==> config.mk <==
export PLATFORM = sky130hd
export DESIGN_NAME = trap_sequencer
export DESIGN_NICKNAME = d
export VERILOG_FILES = /design/src/rtl/trap_sequencer.sv
export SDC_FILE = /design/constraint.sdc
export NUM_CORES = 1
export LEC_CHECK = 0
export ABC_AREA = 1
export ABC_CLOCK_PERIOD_IN_PS = 1830
export CORE_AREA = 8 8 219 221
export CTS_CLUSTER_SIZE = 16
export DETAILED_ROUTE_END_ITERATION = 12
export DIE_AREA = 0 0 227 229
export HOLD_SLACK_MARGIN = 0.03
export PLACE_DENSITY = 0.61
export SLEW_MARGIN = 0
export SYNTH_ARGS = -nofsm -noshare
export SYNTH_HDL_FRONTEND = slang
export SYNTH_SLANG_ARGS = --single-unit
==> constraint.sdc <==
create_clock -name CLK -period 1.83 [get_ports CLK]
set_clock_uncertainty 0.15 [all_clocks]
set_input_delay 0.366 -clock CLK [delete_from_list [all_inputs] [get_ports CLK]]
set_output_delay 0.366 -clock CLK [all_outputs]
set_load 0.005 [all_outputs]
==> src/rtl/trap_sequencer.sv <==
// Trap/MRET sequencer: serialises the mepc, mcause, mtval and mstatus writes, then redirects fetch.
// Define TRAP_VECTORED_EN to send interrupts to BASE + 4*cause when mtvec mode is vectored.
module trap_sequencer #(
    parameter int          XLEN      = 64,
    parameter logic [11:0] A_MSTATUS = 12'h300,
    parameter logic [11:0] A_MEPC    = 12'h341,
    parameter logic [11:0] A_MCAUSE  = 12'h342,
    parameter logic [11:0] A_MTVAL   = 12'h343
) (
    input  logic            CLK,
    input  logic            RESET,
    input  logic            WB_V,
    input  logic [XLEN-1:0] WB_PC,
    input  logic [XLEN-1:0] WB_NPC,
    input  logic [31:0]     WB_IR,
    input  logic            WB_MRET,
    input  logic [7:0]      EXC_VEC,
    input  logic [XLEN-1:0] FAULT_ADDR,
    input  logic            TIMER,
    input  logic            EXTERNAL,
    input  logic [XLEN-1:0] MSTATUS_IN,
    input  logic [XLEN-1:0] MTVEC_IN,
    input  logic [XLEN-1:0] MEPC_IN,
    output logic            CSR_WE,
    output logic [11:0]     CSR_ADDR,
    output logic [XLEN-1:0] CSR_WDATA,
    output logic            FLUSH,
    output logic            STALL,
    output logic            REDIRECT_V,
    output logic [XLEN-1:0] REDIRECT_PC,
    output logic            PRIVILEGE
);

    typedef enum logic [2:0] {
        IDLE, W_EPC, W_CAUSE, W_TVAL, W_STATUS, REDIR, M_STATUS
    } state_t;

    state_t          state_q, state_d;
    logic [XLEN-1:0] cause_q, cause_d;
    logic [XLEN-1:0] epc_q, epc_d;
    logic [XLEN-1:0] tval_q, tval_d;
    logic            mret_q, mret_d;
    logic            priv_q, priv_d;

    logic            take, is_irq;
    logic [XLEN-1:0] trig_cause, trig_tval;
    logic [XLEN-1:0] trap_base, trap_target, ms;

    // Trigger priority: interrupts (gated by MIE) first, then exceptions.
    always_comb begin
        take       = 1'b1;
        is_irq     = 1'b0;
        trig_cause = '0;
        trig_tval  = '0;
        if (MSTATUS_IN[3] && EXTERNAL) begin
            is_irq = 1'b1;
            trig_cause = XLEN'(11);
            trig_cause[XLEN-1] = 1'b1;
        end else if (MSTATUS_IN[3] && TIMER) begin
            is_irq = 1'b1;
            trig_cause = XLEN'(7);
            trig_cause[XLEN-1] = 1'b1;
        end else if (EXC_VEC[0]) begin
            trig_cause = XLEN'(1);
            trig_tval  = FAULT_ADDR;
        end else if (EXC_VEC[1]) begin
            trig_cause = XLEN'(2);
            trig_tval  = XLEN'(WB_IR);
        end else if (EXC_VEC[2]) begin
            trig_cause = XLEN'(0);
            trig_tval  = FAULT_ADDR;
        end else if (EXC_VEC[3]) begin
            trig_cause = priv_q ? XLEN'(11) : XLEN'(8);
        end else if (EXC_VEC[4]) begin
            trig_cause = XLEN'(6);
            trig_tval  = FAULT_ADDR;
        end else if (EXC_VEC[5]) begin
            trig_cause = XLEN'(4);
            trig_tval  = FAULT_ADDR;
        end else if (EXC_VEC[6]) begin
            trig_cause = XLEN'(7);
            trig_tval  = FAULT_ADDR;
        end else if (EXC_VEC[7]) begin
            trig_cause = XLEN'(5);
            trig_tval  = FAULT_ADDR;
        end else begin
            take = 1'b0;
        end
    end

    always_comb begin
        trap_base   = MTVEC_IN & ~XLEN'(3);
        trap_target = trap_base;
`ifdef TRAP_VECTORED_EN
        if (MTVEC_IN[1:0] == 2'b01 && cause_q[XLEN-1])
            trap_target = trap_base + XLEN'({cause_q[5:0], 2'b00});
`endif
    end

    always_comb begin
        state_d     = state_q;
        cause_d     = cause_q;
        epc_d       = epc_q;
        tval_d      = tval_q;
        mret_d      = mret_q;
        priv_d      = priv_q;
        CSR_WE      = 1'b0;
        CSR_ADDR    = '0;
        CSR_WDATA   = '0;
        FLUSH       = 1'b0;
        STALL       = 1'b1;
        REDIRECT_V  = 1'b0;
        REDIRECT_PC = '0;
        ms          = MSTATUS_IN;
        case (state_q)
            IDLE: begin
                STALL = 1'b0;
                if (WB_V && take) begin
                    cause_d = trig_cause;
                    epc_d   = is_irq ? WB_NPC : WB_PC;
                    tval_d  = trig_tval;
                    mret_d  = 1'b0;
                    state_d = W_EPC;
                end else if (WB_V && WB_MRET) begin
                    epc_d   = MEPC_IN;
                    mret_d  = 1'b1;
                    state_d = M_STATUS;
                end
            end
            W_EPC: begin
                FLUSH     = 1'b1;
                CSR_WE    = 1'b1;
                CSR_ADDR  = A_MEPC;
                CSR_WDATA = epc_q;
                state_d   = W_CAUSE;
            end
            W_CAUSE: begin
                CSR_WE    = 1'b1;
                CSR_ADDR  = A_MCAUSE;
                CSR_WDATA = cause_q;
                state_d   = W_TVAL;
            end
            W_TVAL: begin
                CSR_WE    = 1'b1;
                CSR_ADDR  = A_MTVAL;
                CSR_WDATA = tval_q;
                state_d   = W_STATUS;
            end
            W_STATUS: begin
                ms[7]     = MSTATUS_IN[3];
                ms[3]     = 1'b0;
                ms[12:11] = {2{priv_q}};
                CSR_WE    = 1'b1;
                CSR_ADDR  = A_MSTATUS;
                CSR_WDATA = ms;
                priv_d    = 1'b1;
                state_d   = REDIR;
            end
            M_STATUS: begin
                ms[3]     = MSTATUS_IN[7];
                ms[7]     = 1'b1;
                ms[12:11] = 2'b00;
                FLUSH     = 1'b1;
                CSR_WE    = 1'b1;
                CSR_ADDR  = A_MSTATUS;
                CSR_WDATA = ms;
                priv_d    = (MSTATUS_IN[12:11] == 2'b11);
                state_d   = REDIR;
            end
            REDIR: begin
                REDIRECT_V  = 1'b1;
                REDIRECT_PC = mret_q ? epc_q : trap_target;
                state_d     = IDLE;
            end
            default: state_d = IDLE;
        endcase
    end

    always_ff @(posedge CLK or negedge RESET) begin
        if (!RESET) begin
            state_q <= IDLE;
            cause_q <= '0;
            epc_q   <= '0;
            tval_q  <= '0;
            mret_q  <= 1'b0;
            priv_q  <= 1'b1;
        end else begin
            state_q <= state_d;
            cause_q <= cause_d;
            epc_q   <= epc_d;
            tval_q  <= tval_d;
            mret_q  <= mret_d;
            priv_q  <= priv_d;
        end
    end

    assign PRIVILEGE = priv_q;

endmodule

Word-level counts from Yosys, hierarchy flattened:

Index checks and enable logic that the tools add are counted.

* bits in registers: 197
* bits of input ports: 430
* word-level logic and storage cells: 76

* equality and inequality tests: 8
* multiplexer cells: 50
* reductions and logical operators: 12

Operators by type and width (number)
* 2-to-1 mux 64 bit: 17
* case mux 64 bit (5 select lines): 1
* case mux 10 bit (4 select lines): 1
* 2-to-1 mux 1 bit: 18
* 2-to-1 mux 3 bit: 6
* 2-to-1 mux 4 bit: 4
* case mux 3 bit (5 select lines): 1
* == test 3 bit (second input constant): 3
* == test 3 x 2 -> 1 bit (second input constant): 2
* OR reduction 5 bit: 1
* logical AND 1 bit: 4
* AND reduction 2 bit: 2
* nonzero test 2 bit: 2
* OR reduction 2 bit: 2
* == test 3 x 1 -> 1 bit (second input constant): 1
* logical NOT 3 bit: 1
* != test 3 bit (second input constant): 1
* == test 2 bit (second input constant): 1
* 2-to-1 mux 2 bit: 1
* case mux 1 bit (2 select lines): 1

Depth between registers and ports, before layout:

Gate-level depths: netlist of run 1.

* depth after elaboration: 13
* depth in mapped cells: 11
* gate-level depth less buffers: 9

Worst setup path before layout of run 1:

No wires, ideal clock.

* path type: reg-to-output
* from: register state_q[2]
* to: output port CSR_WDATA[13]
* arrival: 1294 ps
* setup slack: 20 ps
* cell stages (with the launch flop): 7
* path buffers: 1
* path through: dfrtp_1 > inv_1 > nand3_1 > inv_2 > clkbuf_1 > a22oi_1 > nand2_1

* cells in the longest elaborated chain, start to end: 2
* elaborated cells between the ends (all ways): 6
* those cells by class: eq/ne (5); mux (1)

Ends and longest elaborated chain
* start: declaration: line 38 `state_t state_q, state_d;`
* start signal: assignment: line 188 `state_q <= state_d;`
* == test 3 bit, or another cell as far along: line 115 `case (state_q)`
* case mux 64 bit (5 select lines) *: line 115
* end: declaration: line 26 `output logic [XLEN-1:0] CSR_WDATA,`

Mark *: on every way between the ends. The rest lies on a longest branch, timed or not.

Worst setup path in the final report of run 1:

* from: register state_q[2]
* to: output port CSR_WDATA[34]

The elaborated chain is that of the path after synthesis.

==> results of run 1 <==
-- registers in the layout, indices dropped and copies added (netlist names) --
signal     count
epc_q         64
cause_q        5
tval_q        64
PRIVILEGE      1
state_q        3
mret_q         1
-- cell families after synthesis --
logic type,count (synthesis)
AND/OR/NAND/NOR,1152
buffers and inverters,296
AO/OA/AOI/OAI,137
other,1
flip-flops,138
-- path summary, 6_finish.rpt --
check	cells after the start	start	slack [ns]	endpoint
setup / recovery	11	state_q[2]	-0.76	CSR_WDATA[34]
hold / removal	2	RESET	0.27	tval_q[53]
setup reg to reg	15	state_q[0]	-0.53	epc_q[59]
hold reg to reg	2	tval_q[57]	0.34	tval_q[57]
max in group asynchronous	3	RESET	0.65	epc_q[60]
min in group CLK	2	tval_q[57]	0.34	tval_q[57]
-- routing by layer --
layer,GRT usage (%),vias to the layer above,wire [um]
met3,6.08,146,6320
met5,0,-,41
met1,32.1,7413,30500
met2,39.9,802,35000
li1,-,6945,-
met4,8.78,6,2470
-- timing repair --
item | CTS | global route
gates cloned | 9 | 36
pin swaps | 27 | 140
hold endpoints to repair | 31 | 0
hold buffers | 1 | 0
endpoints found under the setup margin | 275 | 276
setup buffers | 64 | 37
resized for setup | 682 | 494
-- power breakdown --
| group | internal, mW | total [mW] | switching [mW] |
|---|---|---|---|
| registers | 4.56 | 6.45 | 1.89 |
| logic | 8.63 | 17.7 | 9.03 |
| clock network | 2.21 | 3.72 | 1.51 |
| total | 15.4 | 27.8 | 12.4 |
-- synthesized netlist by cell type, types with 2 or more instances --
cell type / count
a21oi_1: 65
a22oi_1: 29
buf_1: 2
buf_2: 53
buf_4: 8
buf_6: 13
clkbuf_1: 65
dfrtp_1: 137
inv_1: 150
inv_2: 5
nand2_1: 729
nand2_2: 4
nand2_4: 2
nand3_1: 398
nor2_1: 10
nor2_2: 4
nor3_1: 2
o211ai_1: 3
o21ai_0: 36
o21ai_1: 2
-- critical path, stage by stage (launching register included) --
cell	delay, ns
dfrtp_1	0.40
inv_2	0.09
buf_6	0.11
nor2_4	0.03
buf_6	0.12
buf_12	0.13
buf_4	0.13
buf_6	0.12
buf_6	0.11
a22oi_2	0.15
nand2_1	0.09
buf_2	0.13
-- per-stage QoR --
step	setup TNS, ns	std cells	total power [mW]
after CTS	-123.49	2990	24.0
after global routing	-163.78	3058	29.2
after detailed placement	-162.39	2886	18.2
final	-142.47	3059	27.8
after global placement	-156.96	2886	18.1
after floorplan	0	1730	10.5
-- cell type report --
cell class / count / area, sq um / share of cell area, %
well taps: 600 / 751 / 3.46
repair buffers: 826 / 8640 / 39.8
inverters: 155 / 622 / 2.87
multi-input cells: 1299 / 7610 / 35.1
clock inverters: 10 / 141 / 0.651
clock buffers: 21 / 460 / 2.12
diodes: 10 / 25.0 / 0.115
flip-flops and latches: 138 / 3460 / 15.9
==> results.tsv, run 1 <==
stage	metric	value	unit
global_route	grt_pass1_vias	14800	
synth	synth.area.top_cells	dfrtp_1, nand2_1, nand3_1	
clock_tree	clk_pin_slew	0.07	ns
detailed_routing	drt_iter0_drc	1386	
global_route	antenna_found_initial	16	
setup_path	worstPathMaxFanout	4	
power_and_ir_drop	powerDensity	1280	nW/um^2
clock_tree	insertion_delay	0.45	ns
setup_path	end_kind	output port	
sta	finalSetupViolations	275	
global_route	overflow	0	
finish	final_cell_mix	nand2_1, clkdlybuf4s50_1, nand3_1	
die	initial_core_util	23.3	%
synth	synth_cell_type_count	27	
die	fp.dieW	227	um
global_route	grt_pass1_wl	96600	um
synth	synthCells	1724	
die	io_pins	575	
detailed_routing	drtPass1Iterations	9	
setup_path	criticalPathCategory	reg2out	
clock_tree	cts-root-buf	clkbuf_16	
synth	synth-edff-count	0	
setup_path	critPathLaunchType	register	
synth	ys_warn_count	0	
detailed_routing	wirelength	74300	um
setup_path	required	1.31	ns
job	maxCapViolCount	0	
sta	drv_slew	0	
sta	fmax	386	MHz
run_status	status	complete, but fails checks	
placement	io_buffer_count	565	
synth	synth.avg_cell_area	6.04	sq um
placement	pre_cts_ws	-0.780	ns
finish	final_common_cell	nand2_1	
setup_path	worstPathArrival	2.07	ns
power_and_ir_drop	p_leak	11.0	nW
synth	ys.flop_type	dfrtp_1	
synth	seq_area_frac_synth	33.2	%
global_route	grt_max_degree	67	
power_and_ir_drop	irDropWorstVdd	674	uV
sta	rsz0062_at_grt	yes	
synth	synth_area_leader_cell	dfrtp_1	
clock_tree	clkSinkCount	138	
synth	synth_compound_area_share	7.40	%
sta	worst_pin_slew	0.787	ns
clock_tree	cts_tree	yes	
synth	async_flop_share	100	%
detailed_routing	drcViolationCount	0	
detailed_routing	antenna_left	0	
sta	min_period	2.59	ns
synth	syn-cell-area	10400	sq um
detailed_routing	wire_per_inst	24.3	um
sta	worst_slack	-0.760	ns
finish	utilization	48.6	%
synth	synth_top_family_by_area	simple AND/OR/NAND/NOR gates	
sta	hold_violations	0	
finish	area_growth	108	%
clock_tree	clock_path_buffers	2	
die	core_area	44700	sq um
finish	design_area	21700	sq um
synth	synthSimpleGateAreaFrac	46.9	%
placement	dp_hpwl	49900	um
sta	finalCritPeriodShare	142	%
sta	hold_slack	0.265	ns
global_route	grt.total_usage	24.9	%
sta	relSlewSlack	47.5	%
finish	fin_nets	2867	
clock_tree	cts_htree_levels	4	
synth	synthAdderAreaFrac	0	%
run_status	violations	setup timing	
synth	synth_top_area_share	32.9	%
placement	gp_congestion	0.954	
placement	dpl_cell_area	17500	sq um
min_path	hold_class	in2async	
die	rows	78	
detailed_routing	routed_via_density	5.01	
clock_tree	cts_made_buffers	17	
finish	fillers	4467	
die	die_h	229	um
synth	synth-xor-area-share	0	%
synth	synthMuxAreaShare	0	%
finish	drive_gt1_share	32.6	%
detailed_routing	vias	15300	
die	die_area	52000	sq um
synth	ys_seq_elements	138	
No activity file was read; power rests on OpenSTA's default activity.
==> run 2: changes to the inputs <==
--- a/config.mk
+++ b/config.mk
@@ -7,6 +7,7 @@
 export LEC_CHECK = 0
 export ABC_AREA = 1
 export ABC_CLOCK_PERIOD_IN_PS = 1830
+export CAP_MARGIN = 20
 export CORE_AREA = 8 8 219 221
 export CTS_CLUSTER_SIZE = 16
 export DETAILED_ROUTE_END_ITERATION = 12
==> results of run 2 <==
Final layout, timing and power as in run 1 (identical DEF).
